[config.mk]
export PLATFORM = sky130hd
export DESIGN_NAME = spi_master
export DESIGN_NICKNAME = d
export VERILOG_FILES = /design/src/rtl/spi_master_pkg.sv /design/src/rtl/spi_clk_gen.sv /design/src/rtl/spi_master.sv
export SDC_FILE = /design/constraint.sdc
export NUM_CORES = 1
export LEC_CHECK = 0
export ABC_CLOCK_PERIOD_IN_PS = 4100
export CORE_MARGIN = 8
export CORE_UTILIZATION = 30
export CTS_BUF_LIST = sky130_fd_sc_hd__clkbuf_8
export CTS_CLUSTER_DIAMETER = 30
export DETAILED_ROUTE_END_ITERATION = 16
export HOLD_SLACK_MARGIN = 0.15
export SETUP_SLACK_MARGIN = 0.3
export SLEW_MARGIN = 10
export SYNTH_ARGS = -nofsm -noshare
export SYNTH_HDL_FRONTEND = slang
export SYNTH_SLANG_ARGS = --single-unit
[constraint.sdc]
create_clock -name clk -period 4.1 [get_ports clk]
set_input_delay 0.82 -clock clk [delete_from_list [all_inputs] [get_ports clk]]
set_output_delay 0.82 -clock clk [all_outputs]
set_load 0.1 [all_outputs]
[src/rtl/spi_master_pkg.sv]
// Shared definitions for the SPI mode-0 master.
// Contents:
//   spi_state_e    - FSM state encoding for the master sequencer
//   SPI_CPOL       - idle level of sclk
//   accepts_wr()   - true for the states in which a new word may be loaded
package spi_master_pkg;

    typedef enum logic [2:0] {
        ST_IDLE  = 3'd0,
        ST_LEAD  = 3'd1,
        ST_XFER  = 3'd2,
        ST_CHAIN = 3'd3,
        ST_TRAIL = 3'd4,
        ST_GAP   = 3'd5
    } spi_state_e;

    localparam logic SPI_CPOL = 1'b0;

    function automatic logic accepts_wr(input spi_state_e st);
        return (st == ST_IDLE) || (st == ST_CHAIN);
    endfunction

endpackage

[src/rtl/spi_clk_gen.sv]
// Divider for the SPI master: counts CLK_DIV clk cycles per sclk half-period
// and emits one-cycle strobes at the end of each half-period.
// Ports:
//   clk       in  system clock
//   rst       in  asynchronous reset, active-low
//   en        in  divider runs while high; counter and phase clear while low
//   rise_tick out strobe: the half-period ending now is followed by sclk high
//   fall_tick out strobe: the half-period ending now is followed by sclk low
// The phase starts so that the first strobe after enabling is a fall_tick;
// the master uses that first strobe to end its sclk-low setup period.
module spi_clk_gen #(
    parameter int CLK_DIV = 4
) (
    input  logic clk,
    input  logic rst,
    input  logic en,
    output logic rise_tick,
    output logic fall_tick
);

    localparam int DW = $clog2(CLK_DIV);
    localparam logic [DW-1:0] CNT_LAST = DW'(CLK_DIV - 1);

    logic [DW-1:0] cnt_q, cnt_d;
    logic          rise_next_q, rise_next_d;
    logic          tick_s;

    assign tick_s    = en && (cnt_q == CNT_LAST);
    assign rise_tick = tick_s && rise_next_q;
    assign fall_tick = tick_s && !rise_next_q;

    // Next-state for the divider counter and the rise/fall phase bit.
    always_comb begin
        cnt_d       = cnt_q;
        rise_next_d = rise_next_q;
        if (!en) begin
            cnt_d       = '0;
            rise_next_d = 1'b0;
        end else if (tick_s) begin
            cnt_d       = '0;
            rise_next_d = ~rise_next_q;
        end else begin
            cnt_d       = cnt_q + DW'(1);
            rise_next_d = rise_next_q;
        end
    end

    // Divider state registers.
    always_ff @(posedge clk or negedge rst) begin
        if (!rst) begin
            cnt_q       <= '0;
            rise_next_q <= 1'b0;
        end else begin
            cnt_q       <= cnt_d;
            rise_next_q <= rise_next_d;
        end
    end

endmodule

[src/rtl/spi_master.sv]
// SPI mode-0 (CPOL=0, CPHA=0) bus master, MSB first.
// Ports:
//   clk       in  system clock, rising edge
//   rst       in  asynchronous reset, active-low
//   tx_buffer in  word to send, taken when wr && ready
//   wr        in  transfer request strobe
//   hold      in  at end of word: keep ss low for a chained word
//   ready     out a wr is accepted this cycle
//   busy      out not idle (selected, or trailing/gap delay running)
//   rx_buffer out last received word
//   rx_dv     out one-cycle pulse when rx_buffer is updated
//   sclk      out SPI clock, idles low
//   mosi      out SPI data out, 0 when idle
//   miso      in  SPI data in
//   ss        out slave select, active-low
// Sequence: IDLE -> LEAD (setup) -> XFER (WIDTH sclk pulses) -> CHAIN or
// TRAIL -> GAP -> IDLE. All outputs come straight from flops.
module spi_master
    import spi_master_pkg::*;
#(
    parameter int WIDTH   = 8,
    parameter int CLK_DIV = 4
) (
    input  logic             clk,
    input  logic             rst,
    input  logic [WIDTH-1:0] tx_buffer,
    input  logic             wr,
    input  logic             hold,
    output logic             ready,
    output logic             busy,
    output logic [WIDTH-1:0] rx_buffer,
    output logic             rx_dv,
    output logic             sclk,
    output logic             mosi,
    input  logic             miso,
    output logic             ss
);

    localparam int BW = $clog2(WIDTH + 1);
    localparam logic [BW-1:0] BITS_LAST = BW'(WIDTH);

    spi_state_e       state_q, state_d;
    logic [WIDTH-1:0] tx_sr_q, tx_sr_d;
    logic [WIDTH-1:0] rx_sr_q, rx_sr_d;
    logic [WIDTH-1:0] rx_buffer_q, rx_buffer_d;
    logic [BW-1:0]    bit_cnt_q, bit_cnt_d;
    logic             sclk_q, sclk_d;
    logic             ss_q, ss_d;
    logic             ready_q, ready_d;
    logic             busy_q, busy_d;
    logic             rx_dv_q, rx_dv_d;

    logic             div_en_s;
    logic             rise_s;
    logic             fall_s;
    logic             tick_s;
    logic             accept_s;

    // The divider also times the trail and gap periods; it is held clear in
    // IDLE/CHAIN so every word starts with a full setup period.
    assign div_en_s = (state_q == ST_LEAD) || (state_q == ST_XFER) ||
                      (state_q == ST_TRAIL) || (state_q == ST_GAP);
    assign tick_s   = rise_s || fall_s;

    spi_clk_gen #(
        .CLK_DIV (CLK_DIV)
    ) u_clk_gen (
        .clk       (clk),
        .rst       (rst),
        .en        (div_en_s),
        .rise_tick (rise_s),
        .fall_tick (fall_s)
    );

    // FSM next-state, shift registers, bit counter and output next values.
    always_comb begin
        state_d     = state_q;
        tx_sr_d     = tx_sr_q;
        rx_sr_d     = rx_sr_q;
        rx_buffer_d = rx_buffer_q;
        bit_cnt_d   = bit_cnt_q;
        sclk_d      = sclk_q;
        ss_d        = ss_q;
        rx_dv_d     = 1'b0;
        accept_s    = wr && ready_q;

        case (state_q)
            ST_IDLE, ST_CHAIN: begin
                if (accept_s) begin
                    // mosi is the MSB of tx_sr, so loading presents the MSB.
                    tx_sr_d   = tx_buffer;
                    rx_sr_d   = '0;
                    bit_cnt_d = '0;
                    ss_d      = 1'b0;
                    state_d   = ST_LEAD;
                end else if ((state_q == ST_CHAIN) && !hold) begin
                    state_d = ST_TRAIL;
                end else begin
                    state_d = state_q;
                end
            end
            ST_LEAD: begin
                // First strobe only ends the setup; sclk stays low.
                if (fall_s) begin
                    state_d = ST_XFER;
                end else begin
                    state_d = state_q;
                end
            end
            ST_XFER: begin
                if (rise_s) begin
                    sclk_d    = 1'b1;
                    rx_sr_d   = {rx_sr_q[WIDTH-2:0], miso};
                    bit_cnt_d = bit_cnt_q + BW'(1);
                end else if (fall_s) begin
                    sclk_d = 1'b0;
                    if (bit_cnt_q == BITS_LAST) begin
                        rx_buffer_d = rx_sr_q;
                        rx_dv_d     = 1'b1;
                        tx_sr_d     = '0;
                        state_d     = hold ? ST_CHAIN : ST_TRAIL;
                    end else begin
                        tx_sr_d = tx_sr_q << 1;
                    end
                end else begin
                    state_d = state_q;
                end
            end
            ST_TRAIL: begin
                if (tick_s) begin
                    ss_d    = 1'b1;
                    state_d = ST_GAP;
                end else begin
                    state_d = state_q;
                end
            end
            ST_GAP: begin
                if (tick_s) begin
                    state_d = ST_IDLE;
                end else begin
                    state_d = state_q;
                end
            end
            default: begin
                state_d = ST_IDLE;
                sclk_d  = SPI_CPOL;
                ss_d    = 1'b1;
                tx_sr_d = '0;
            end
        endcase

        ready_d = accepts_wr(state_d);
        busy_d  = (state_d != ST_IDLE);
    end

    // State and output registers.
    always_ff @(posedge clk or negedge rst) begin
        if (!rst) begin
            state_q     <= ST_IDLE;
            tx_sr_q     <= '0;
            rx_sr_q     <= '0;
            rx_buffer_q <= '0;
            bit_cnt_q   <= '0;
            sclk_q      <= SPI_CPOL;
            ss_q        <= 1'b1;
            ready_q     <= 1'b0;
            busy_q      <= 1'b0;
            rx_dv_q     <= 1'b0;
        end else begin
            state_q     <= state_d;
            tx_sr_q     <= tx_sr_d;
            rx_sr_q     <= rx_sr_d;
            rx_buffer_q <= rx_buffer_d;
            bit_cnt_q   <= bit_cnt_d;
            sclk_q      <= sclk_d;
            ss_q        <= ss_d;
            ready_q     <= ready_d;
            busy_q      <= busy_d;
            rx_dv_q     <= rx_dv_d;
        end
    end

    assign ready     = ready_q;
    assign busy      = busy_q;
    assign rx_buffer = rx_buffer_q;
    assign rx_dv     = rx_dv_q;
    assign sclk      = sclk_q;
    assign ss        = ss_q;
    assign mosi      = tx_sr_q[WIDTH-1];

endmodule
==> results_dict.tcl <==
set metrics [dict create \
    outcome "finished clean" \
    core_area_um2 5780 \
    die_w_um 92.6 \
    ys_async_sr_fraction_pct 100 \
    final-hold-violation-count 0 \
    synth_fp_nets 172 \
    h-tree-depth 2 \
    cts_tree "built" \
    crit_type "flop to output pin" \
    layout_commonest_cell "dfrtp_1" \
    gp_congestion 0.810 \
    drv_slew 0 \
    clk_path_buf_depth 2 \
    slowest_stage "clkdlybuf4s50_1" \
    dieArea_um2 8580 \
    first_pass_iters 4 \
    fin_worst_skew_ns 0.00743 \
    dp_hpwl_um 2500 \
    max_freq_ghz 0.357 \
    place_inst 250 \
    yosysSeqAreaShare_pct 55.5 \
    synthFlopType "dfrtp_1" \
    clkSlewWorstSetupHoldPaths_ns 0.07 \
    grt_max_degree 40 \
    avgSynthCellArea_um2 11.3 \
    post_cts_buffers 0 \
    path_max_fanout 4 \
    p_per_area_nw_per_um2 626 \
    worstMarginPinSlew_ns 0.974 \
    crit_buf_inv 1 \
    ctsResizeCount 0 \
    vdd_drop_max_uv 378 \
    setup_violations 0 \
    portBuffers 26 \
    yosys_warnings 0 \
    min_path_type "flop to flop" \
    grt_first_pass_wirelength_um 6240 \
    fin_cells 258 \
    io_pins 27 \
    antenna_found_initial 0 \
    netlist_area_um2 1760 \
    cts.root.buffer_cell "clkbuf_8" \
    clk_latency_ns 0.29 \
    cts_buffers 5 \
    maxCapViolCount 0 \
    max_stage_delay_ns 1.14 \
    final_cell_mix "dfrtp_1 (38), clkdlybuf4s50_1 (25), nand2_1 (16)" \
    fin_crit_sh_pct 68.4 \
    ant_nets 0 \
    ys_ff_latch 39 \
    slew_headroom_pct 34.9 \
    area_growth_pct 24.0 \
    clock_sinks 39 \
    start_util_pct 30.5 \
    synth_edf_count 0 \
    drtIter0Drc 47 \
    avgRoutedWirePerCell_um 14.1 \
    cp.arrival_ns 1.98 \
    fin_tns_setup_ns 0 \
    p_switching_uw 539 \
    drc 0 \
    grtUsageTotal_pct 9.01 \
    overflow 0 \
    drt_wl_total_um 3640 \
    post-route-min-period_ns 2.80 \
    die_height_um 92.6 \
    cp.required_ns 3.28 \
    antennaDiodeCount 0 \
    syn_inst 156 \
    vias 1271 \
    clockPowerShare_pct 24.0 \
    via_per_inst 4.93 \
    layout.nets 198 \
    grt_pass1_vias 1318 \
    crit_chain "clkdlybuf4s50_1" \
    ys_types 38 \
    intPower_uw 828 \
    cp-start-kind "flop" \
    crit_family "buffers and inverters" \
    drive_above_1_share_pct 13.1 \
    combinationalPowerShare_pct 36.5 \
    p_leak_uw 0.000974 \
    cp-end-kind "output pin" \
    cts_hold_buf 0 \
    seqPwrFrac_pct 39.5 \
    std_cell_rows 28 \
    sw_frac_of_total_pct 39.5 \
    rsz0062_at_grt "false" \
]
[logic make-up (layout without fill, tap and decap cells)]
kind of cell    after synthesis  after routing  synth area share [%]
fa+ha+maj                     3              3                  2.13
buf+inv                      13             40                  3.77
mux                          10             10                  6.33
xor+xnor                      5              5                  2.49
simple gates                 48             48                  14.0
flops                        39             39                  55.5
compound gates               38             38                  15.8
[synthesized netlist by cell type, types with 2 or more instances]
master    count  area [um2]
nor2_1        9        33.8
nand4b_1      2        17.5
nor3_1        4        20.0
and3_1        2        12.5
dfrtp_1      38         951
nand2_1      16        60.1
nand3_1       5        25.0
ha_1          3        37.5
nor2b_1       2        12.5
mux2_2        9         101
a22oi_1       7        52.6
o21ai_0      10        50.1
a22o_1       10        87.6
xnor2_1       2        17.5
a211o_1       2        17.5
o22ai_1       2        12.5
xor2_1        3        26.3
inv_1         5        18.8
a31oi_1       2        12.5
buf_2         5        25.0
[path summary, 6_finish.rpt]
kind                                     from                 end  slack, ns  depth (start not counted)
setup / recovery                           ss                  ss       1.30                          1
hold / removal             u_clk_gen.cnt_q[0]  u_clk_gen.cnt_q[0]       0.44                          1
setup reg to reg                   state_q[1]          rx_sr_q[1]       2.06                          4
hold reg to reg            u_clk_gen.cnt_q[0]  u_clk_gen.cnt_q[0]       0.44                          1
max in group asynchronous                 rst        bit_cnt_q[0]       2.91                          1
min in group asynchronous                 rst          state_q[1]       0.64                          1
[final cells by class]
class	count	area, um2
timing repair buffer	26	255
clock inverter	2	35.0
tap	75	93.8
sequential	39	977
multi-input combinational	104	717
fill	588	3600
inverter	6	22.5
clock buffer	6	82.6
[power by group through the flow]
stage | Combinational, uW | Clock, uW | Sequential (uW)
5_1_grt | 558 | 355 | 554
6_report | 500 | 328 | 540
2_1_floorplan | 313 | 0 | 623
3_3_place_gp | 500 | 0 | 546
3_5_place_dp | 505 | 0 | 547
4_1_cts | 507 | 335 | 540
[routing by layer]
metal  part of all wire (%)  track usage, %
met3                    5.1            3.07
met2                     45            13.6
met1                     49            11.5
met4                    1.1            3.62
met5                      0               0
[stage by stage]
stage / total power [uW] / cell area [um2] / setup WS, ns / utilization, % / hold WS, ns
after global routing: 1470 / 2180 / 1.26 / 37.8 / 0.464
after CTS: 1380 / 2180 / 1.27 / 37.8 / 0.444
after floorplan: 936 / 1760 / 1.96 / - / 0.415
after detailed placement: 1050 / 2070 / 1.55 / 35.7 / 0.435
final: 1370 / 2180 / 1.30 / 37.8 / 0.436
after global placement: 1050 / 2070 / 1.59 / 35.7 / 0.425
[flip-flops by register name (all words and copies together), names as in the netlist]
register / flops
rx_buffer: 8
ss: 1
ready: 1
sclk: 1
u_clk_gen.rise_next_q: 1
rx_sr_q: 8
rx_dv: 1
tx_sr_q: 8
bit_cnt_q: 4
u_clk_gen.cnt_q: 2
busy: 1
state_q: 3
No activity file was read; power rests on OpenSTA's default activity.
